--- config.mk ---
export PLATFORM = sky130hd
export DESIGN_NAME = mic3_responder
export DESIGN_NICKNAME = d
export VERILOG_FILES = /design/src/rtl/mic3_pkg.sv /design/src/rtl/mic3_responder_sync_edge.sv /design/src/rtl/mic3_responder.sv
export SDC_FILE = /design/constraint.sdc
export NUM_CORES = 1
export LEC_CHECK = 0
export CAP_MARGIN = 25
export CELL_PAD_IN_SITES_DETAIL_PLACEMENT = 1
export CELL_PAD_IN_SITES_GLOBAL_PLACEMENT = 2
export CORE_MARGIN = 3
export CORE_UTILIZATION = 37
export CTS_CLUSTER_SIZE = 40
export DETAILED_ROUTE_END_ITERATION = 8
export PLACE_DENSITY = 0.83
export SLEW_MARGIN = 20
export SYNTH_ARGS = -nofsm -noshare
export SYNTH_HDL_FRONTEND = slang
export SYNTH_SLANG_ARGS = --single-unit
--- constraint.sdc ---
create_clock -name clk -period 1.9 [get_ports clk]
set_clock_uncertainty 0.15 [all_clocks]
set_input_delay 0.57 -clock clk [delete_from_list [all_inputs] [get_ports clk]]
set_output_delay 0.57 -clock clk [all_outputs]
set_load 0.02 [all_outputs]
--- src/rtl/mic3_pkg.sv ---
// Shared constants, state encoding and frame-building helper for the MIC3 ADC responder.
package mic3_pkg;

  localparam int FRAME_BITS = 16;
  localparam int LEAD_ZEROS = 3;
  localparam int DATA_BITS  = 12;
  localparam int CNT_W      = 5;

  localparam logic [CNT_W-1:0] CNT_FULL = CNT_W'(FRAME_BITS);

  typedef enum logic [1:0] {
    ST_IDLE  = 2'd0,
    ST_SHIFT = 2'd1,
    ST_TRAIL = 2'd2
  } state_e;

  // Frame word: leading zeros, conversion data MSB first, one trailing zero.
  function automatic logic [FRAME_BITS-1:0] build_frame(input logic [DATA_BITS-1:0] d);
    return {{LEAD_ZEROS{1'b0}}, d, 1'b0};
  endfunction

endpackage

--- src/rtl/mic3_responder_sync_edge.sv ---
// N-flop synchroniser with programmable reset level and one-cycle rise/fall strobes.
module sync_edge #(
  parameter int   N       = 2,
  parameter logic RST_VAL = 1'b1
) (
  input  logic clk,
  input  logic rst,
  input  logic d_i,
  output logic rise_o,
  output logic fall_o
);

  logic [N-1:0] sync_q;
  logic         prev_q;

  // Resetting every stage and the edge reference to the idle level keeps reset release edge-free.
  always_ff @(posedge clk or posedge rst) begin
    if (rst) begin
      sync_q <= {N{RST_VAL}};
      prev_q <= RST_VAL;
    end else begin
      sync_q <= {sync_q[N-2:0], d_i};
      prev_q <= sync_q[N-1];
    end
  end

  assign rise_o = sync_q[N-1] & ~prev_q;
  assign fall_o = ~sync_q[N-1] & prev_q;

endmodule

--- src/rtl/mic3_responder.sv ---
// ADC side of the MIC3 serial link: track-and-hold register plus a 16-bit SPI-style frame shifter.
module mic3_responder
  import mic3_pkg::*;
#(
  parameter int SYNC_STAGES = 2
) (
  input  logic                 clk,
  input  logic                 rst,
  input  logic                 SCLK,
  input  logic                 CS,
  output logic                 MISO,
  input  logic [DATA_BITS-1:0] sample,
  input  logic                 sample_valid,
  output logic                 busy,
  output logic                 frame_done,
  output logic                 frame_abort
);

  logic sclk_rise, sclk_fall, cs_rise, cs_fall;

  sync_edge #(.N(SYNC_STAGES), .RST_VAL(1'b1)) u_sclk_sync (
    .clk    (clk),
    .rst    (rst),
    .d_i    (SCLK),
    .rise_o (sclk_rise),
    .fall_o (sclk_fall)
  );

  sync_edge #(.N(SYNC_STAGES), .RST_VAL(1'b1)) u_cs_sync (
    .clk    (clk),
    .rst    (rst),
    .d_i    (CS),
    .rise_o (cs_rise),
    .fall_o (cs_fall)
  );

  state_e                  state_q, state_d;
  logic [DATA_BITS-1:0]    hold_q,  hold_d;
  logic [FRAME_BITS-1:0]   shreg_q, shreg_d;
  logic [CNT_W-1:0]        cnt_q,   cnt_d;
  logic                    miso_q,  miso_d;
  logic                    done_q,  done_d;
  logic                    abort_q, abort_d;

  always_ff @(posedge clk or posedge rst) begin
    if (rst) begin
      state_q <= ST_IDLE;
      hold_q  <= '0;
      shreg_q <= '0;
      cnt_q   <= '0;
      miso_q  <= 1'b0;
      done_q  <= 1'b0;
      abort_q <= 1'b0;
    end else begin
      state_q <= state_d;
      hold_q  <= hold_d;
      shreg_q <= shreg_d;
      cnt_q   <= cnt_d;
      miso_q  <= miso_d;
      done_q  <= done_d;
      abort_q <= abort_d;
    end
  end

  always_comb begin
    state_d = state_q;
    // The frame always copies hold_q (the old value), so a same-cycle load only affects later frames.
    hold_d  = sample_valid ? sample : hold_q;
    shreg_d = shreg_q;
    cnt_d   = cnt_q;
    done_d  = 1'b0;
    abort_d = 1'b0;

    unique case (state_q)
      ST_IDLE: begin
        if (cs_fall) begin
          shreg_d = build_frame(hold_q);
          cnt_d   = '0;
          state_d = ST_SHIFT;
        end
      end
      ST_SHIFT: begin
        // CS release wins over a coincident SCLK rise, which is then not counted.
        if (cs_rise) begin
          abort_d = 1'b1;
          state_d = ST_IDLE;
        end else if (sclk_rise) begin
          cnt_d = cnt_q + 1'b1;
          if (cnt_d == CNT_FULL) begin
            state_d = ST_TRAIL;
          end
        end else if (sclk_fall && (cnt_q != '0)) begin
          // The fall before the first rise only marks the start of bit 0.
          shreg_d = {shreg_q[FRAME_BITS-2:0], 1'b0};
        end
      end
      ST_TRAIL: begin
        if (cs_rise) begin
          done_d  = 1'b1;
          state_d = ST_IDLE;
        end
      end
      default: state_d = ST_IDLE;
    endcase

    miso_d = (state_d == ST_SHIFT) ? shreg_d[FRAME_BITS-1] : 1'b0;
  end

  assign MISO        = miso_q;
  assign busy        = (state_q != ST_IDLE);
  assign frame_done  = done_q;
  assign frame_abort = abort_q;

endmodule

Word-level counts from Yosys, hierarchy flattened
Index checks and enable logic that the tools add are counted.

storage, ports and cells
  output and inout bits = 4
  input port bits = 17
  register bits after elaboration = 44
  logic and storage cells = 56

operators by class
  equality and inequality tests = 9
  bitwise operators = 8
  muxes and demuxes = 19
  add/sub/neg operators = 1
  reduce and logical (&&, ||, !) cells = 7

operators by type and width
  operator                                                               count
  16-bit two-way mux                                                     4
  16-bit one-hot mux with 2 select lines                                 1
  5-bit two-way mux                                                      3
  2-bit two-way mux                                                      5
  2-bit != test, second input constant                                   5
  5-bit one-hot mux with 2 select lines                                  1
  2-bit one-hot mux with 3 select lines                                  1
  5-bit by 1-bit adder with 5-bit output, second input constant          1
  5-bit equality test, second input constant                             1
  5-bit AND reduction                                                    1
  5-bit nonzero test                                                     1
  1-bit bitwise AND                                                      4
  2-bit by 1-bit equality test with 1-bit output, second input constant  2
  1-bit two-way mux                                                      4
  1-bit inverter                                                         4
  4-bit AND reduction                                                    1
  2-bit nonzero test                                                     2
  2-bit equality test, second input constant                             1
  2-bit zero test                                                        1
  1-bit logical AND                                                      1

Depth between registers and ports, before layout
  word-level depth = 8
  mapped depth = 7
  depth with buffers taken out = 6

Cells and area by module
Synthesis repeated with hierarchy kept, for this count alone.

second synthesis, totals
  cells, all modules = 141
  area total of the unflattened synthesis = 1855.5 µm²

modules (own cells, without submodules)
  module          area each (µm²)  seq. area each (µm²)  instances  cells an instance
  mic3_responder  1660.3           925.9                 1          129
  sync_edge       97.6             78.8                  2          6

Worst setup path before layout
Ideal clock, no wire load.

  path type = register -> register
  start point = register cnt_q[0]
  end point = register miso_q (netlist: MISO)
  slack = 0.127 ns
  path buffers = 0
  data required time = 1.656 ns
  setup time = 0.094 ns
  period minus slack after synthesis = 1.773 ns
  arrival = 1.529 ns
  stages on the path, launching flop included = 7
  cells stage by stage = dfrtp_1 inv_1 ha_1 nor4b_4 nor4_4 or3b_4 a221oi_2

on the way
  word-level cells in the longest chain between the ends = 8
  elaborated cells between the ends (all ways) = 14
  those cells by class = add/sub (1); eq/ne (2); mux (9); reduce/logical (2)

RTL lines
  item                                            RTL line               source
  start: declaration                              mic3_responder.sv:40   logic [CNT_W-1:0] cnt_q, cnt_d;
  start signal: assignment                        mic3_responder.sv:58   cnt_q <= cnt_d;
  5-bit by 1-bit adder with 5-bit output          mic3_responder.sv:88   cnt_d = cnt_q + 1'b1;
  5-bit equality test                             mic3_responder.sv:89   if (cnt_d == CNT_FULL) begin
  2-bit two-way mux                               mic3_responder.sv:89
  2-bit two-way mux                               mic3_responder.sv:87   end else if (sclk_rise) begin
  2-bit two-way mux                               mic3_responder.sv:84   if (cs_rise) begin
  2-bit one-hot mux with 3 select lines           mic3_responder.sv:74   unique case (state_q)
  2-bit by 1-bit equality test with 1-bit output  mic3_responder.sv:106  miso_d = (state_d == ST_SHIFT) ? shreg_d[FRAME_BITS-1] : 1'b0;
  1-bit two-way mux *                             mic3_responder.sv:106
  named net miso_d                                mic3_responder.sv:41   logic miso_q, miso_d;
  end signal: assignment                          mic3_responder.sv:59   miso_q <= miso_d;
  end: declaration                                mic3_responder.sv:41

The timed path passes the listed nets; every way through them passes the cells marked *. The select of a mux whose other input is x is not followed.
A chain may end at the register's enable or synchronous reset.

Worst setup path in the final report
  start point = register u_cs_sync.prev_q
  end point = register miso_q (netlist: MISO)

on the way
  word-level cells in the longest chain between the ends = 6
  elaborated cells between the ends (all ways) = 12
  those cells by class = eq/ne (1); mux (8); bitwise (3)

RTL lines
  item                                            RTL line                                    source
  start: declaration                              mic3_responder_sync_edge.sv:14              logic prev_q;
  start signal: assignment                        mic3_responder_sync_edge.sv:23              prev_q <= sync_q[N-1];
  1-bit inverter                                  mic3_responder_sync_edge.sv:27              assign rise_o = sync_q[N-1] & ~prev_q;
  1-bit bitwise AND                               mic3_responder_sync_edge.sv:27
  2-bit two-way mux, on equally long branches     mic3_responder.sv:98, mic3_responder.sv:84
  2-bit one-hot mux with 3 select lines           mic3_responder.sv:74
  2-bit by 1-bit equality test with 1-bit output  mic3_responder.sv:106
  1-bit two-way mux *                             mic3_responder.sv:106
  named net miso_d                                mic3_responder.sv:41

Marks and branches as above.

==> flow_metrics.py <==
metrics = {
    "outcome": {
        "outcome": "finished, final reports clean",
    },
    "place": {
        "dp_cells": 253,
        "dp_hpwl_mm": 2.97,
        "number_of_port_buffers": 20,
        "place.gp.congestion": 0.851,
    },
    "grt": {
        "grt_antenna_before_repair": 0,
        "remaining_overflow_grt": 0,
        "grt_first_pass_wirelength_mm": 7.19,
        "grt_pass1_vias": 1484,
        "globalRouteTotalUtil_pct": 15.2,
        "grt_start_max_net_pins": 44,
    },
    "sta": {
        "max_freq_mhz": 553,
        "slew_headroom_pct": 67.7,
        "final-setup-viol-count": 0,
        "maxSlewViolCount": 0,
        "final_hold_viol_count": 0,
        "period_needed_ns": 1.81,
        "finalSetupTns_ns": 0,
        "final.period_utilization_pct": 95.1,
        "rsz_0062_raised_after_global_routing": "yes",
        "tightest_slew_ns": 0.478,
    },
    "detailed_routing": {
        "detailedRoute.firstIterationViolations": 84,
        "totalWireLength_mm": 4.14,
        "post_drt_wl_per_cell_um": 15.8,
        "drc": 0,
        "routed_via_density": 5.11,
        "via_count": 1340,
        "drtAntennaViolNets": 0,
        "drt_pre_antenna_iters": 4,
    },
    "worst_setup_path": {
        "timing.critical_path.fanout_max": 7,
        "path_buf_inv": 0,
        "timing.critical_path.slowest_stage_cell": "dfstp_2",
        "cp-start-kind": "register",
        "crit_path_max_incr_delay_ns": 0.59,
        "timing.critical_path.arrival_ns": 1.86,
        "worstSetupEndpointType": "register",
        "critical_path_class": "register to register",
        "cp_cell_sequence": "and2b_1, nor4_4, nand2_1, a221oi_2",
        "path_delay_family": "simple AND/OR/NAND/NOR gates",
        "required_ns": 1.95,
    },
    "synth": {
        "yosys.cell_types.count": 43,
        "ys_async_sr_fraction_pct": 100,
        "mappedNetlistArea_um2": 1900,
        "post_synth_fa_ha_maj_area_fraction_pct": 1.32,
        "edff_count_synth": 0,
        "postSynthNetCount": 178,
        "synth-seq-area-share_pct": 57.0,
        "synth-compound-area-share_pct": 16.0,
        "ys_seq_elements": 43,
        "gate_count_after_technology_mapping": 159,
        "synth-xor-area-share_pct": 0,
        "synth_top_family_by_area": "compound AO/OA/AOI/OAI gates",
        "ys.flop_type": "dfrtp_1",
        "syn_avg_cell_area_um2": 11.9,
        "synth.yosys.warnings": 0,
        "yosys.area_share.simple_pct": 13.2,
        "synth_mux_area_share_pct": 7.64,
    },
    "floorplanning": {
        "core-area_um2": 4850,
        "die_x_um": 77.6,
        "floorplan.initialDensity_pct": 39.2,
        "die_outline_area_um2": 6030,
        "ioPinCount": 21,
        "die_height_um": 77.6,
        "num_rows": 25,
    },
    "clock_network": {
        "max-clock-path-buffers": 2,
        "cts_max_level": 2,
        "tritoncts.num_buffers": 5,
        "clock_latency_ns": 0.30,
        "cts-root-buf": "clkbuf_8",
        "tritoncts": "yes",
        "post_cts_hold_buffer_count": 0,
        "clock_sink_count": 43,
        "path_clk_slew_ns": 0.08,
    },
    "pwr": {
        "post-layout-total-power_w": 0.00253,
        "vdd_drop_max_v": 0.000559,
        "leakage_nw": 1.03,
        "power_density_nw_per_um2": 1070,
    },
    "job": {
        "cap_violations": 0,
    },
    "finish": {
        "diodes": 0,
        "layout-drive-gt1-share_pct": 24.6,
        "layout-area-overhead-vs-synth_pct": 24.7,
        "final_cells": 262,
        "finish.net_count": 213,
        "final_util_pct": 48.9,
    },
    "worst_hold_path": {
        "holdCritPathClass": "register to register",
    },
}
==> cells in the final DEF (no fill, tap or decap), types with 2 or more instances in the layout <==
cell type        instances
nand4b_1                 2
dfstp_2                  6
inv_1                   15
o2bb2ai_1                2
nand2_1                  6
buf_12                   2
o21ai_0                 11
a22o_1                   3
nor2_1                   3
dlygate4sd2_1            3
nor2b_1                  2
mux2_2                  12
nand2b_1                 6
buf_4                   11
dfrtp_1                 37
clkbuf_8                 5
nand3_1                  2
ha_1                     2
clkdlybuf4s50_1         16
a21oi_1                  7
nor3_1                   2
a22oi_1                 11
==> worst paths after layout <==
kind	cells past startpoint	from	slack [ns]	end
hold / removal	0	u_sclk_sync.sync_q[0]	0.21	u_sclk_sync.sync_q[1]
setup / recovery	4	u_cs_sync.prev_q	0.09	MISO
setup reg to reg	4	u_cs_sync.prev_q	0.09	MISO
hold reg to reg	0	u_sclk_sync.sync_q[0]	0.21	u_sclk_sync.sync_q[1]
max in group asynchronous	3	rst	0.86	u_cs_sync.sync_q[1]
min in group asynchronous	3	rst	0.48	cnt_q[2]
==> area by class of cell <==
cell class / count / area, µm²
Fill cell: 511 / 2480
Sequential cell: 43 / 1080
Tap cell: 67 / 83.8
Multi-Input combinational cell: 94 / 731
Clock buffer: 6 / 72.6
Inverter: 16 / 60.1
Clock inverter: 2 / 12.5
Timing Repair Buffer: 34 / 325
==> power breakdown <==
part / leakage (nW) / internal (W) / switching (W)
clock: 0.0412 / 0.000257 / 0.000308
combinational: 0.457 / 0.000346 / 0.000346
sequential: 0.529 / 0.00114 / 0.000141
total: 1.03 / 0.00174 / 0.000795
==> what timing repair did <==
item	4_1_cts	5_1_grt
hold endpoints to repair	0	0
pin swaps	0	2
buffers inserted	0	1
setup endpoints to repair	4	9
gates resized for setup	7	3
==> worst reg2reg max path: cells and delay by family (launching register included) <==
| family | cells | cell delay [ns] |
|---|---|---|
| and+or+nand+nor | 3 | 0.73 |
| AOI/OAI and AO/OA | 1 | 0.25 |
| DFF | 1 | 0.59 |
==> cell usage after synthesis, types with 2 or more instances <==
cell type  number  share of area [%]
a21oi_1         7                1.8
a22o_1          3                1.4
a22oi_1        11                4.3
buf_2           4                1.1
dfrtp_1        37                 49
dfstp_2         6                8.3
ha_1            2                1.3
inv_1          16                3.2
mux2_2         12                7.1
nand2_1         6                1.2
nand2b_1        6                2.0
nand3_1         2               0.53
nand4b_1        2               0.92
nor2_1          3               0.59
nor2b_1         2               0.66
nor3_1          2               0.53
o21ai_0        11                2.9
o2bb2ai_1       2               0.92
==> per-layer routing <==
| layer | part of all wire, % | track usage [%] |
|---|---|---|
| met4 | 1.3 | 4.45 |
| met3 | 4.3 | 5.10 |
| met2 | 48 | 24.1 |
| met1 | 47 | 19.7 |
| met5 | 0 | 0 |
==> per-stage QoR <==
| step | setup WS, ns | hold slack [ns] | instance area [µm²] |
|---|---|---|---|
| 2_1_floorplan | 0.127 | 0.195 | 1900 |
| 3_3_place_gp | 0.0593 | 0.195 | 2270 |
| 3_5_place_dp | 0.0172 | 0.202 | 2270 |
| 4_1_cts | 0.0154 | 0.214 | 2350 |
| 5_1_grt | -0.00432 | 0.215 | 2370 |
| 6_report | 0.0930 | 0.212 | 2370 |
==> logic make-up after synthesis <==
kind of cell	count (synthesis)
fa+ha+maj	2
mux	13
compound gates	44
flops	43
simple gates	35
buf+inv	22
==> state kept, by name, indices dropped and copies added, names as in the netlist, 2 cells and up <==
| register | cells |
|---|---|
| shreg_q | 15 |
| hold_q | 12 |
| cnt_q | 5 |
| state_q | 2 |
| u_cs_sync.sync_q | 2 |
| u_sclk_sync.sync_q | 2 |
(Power assumes the default switching activity.)
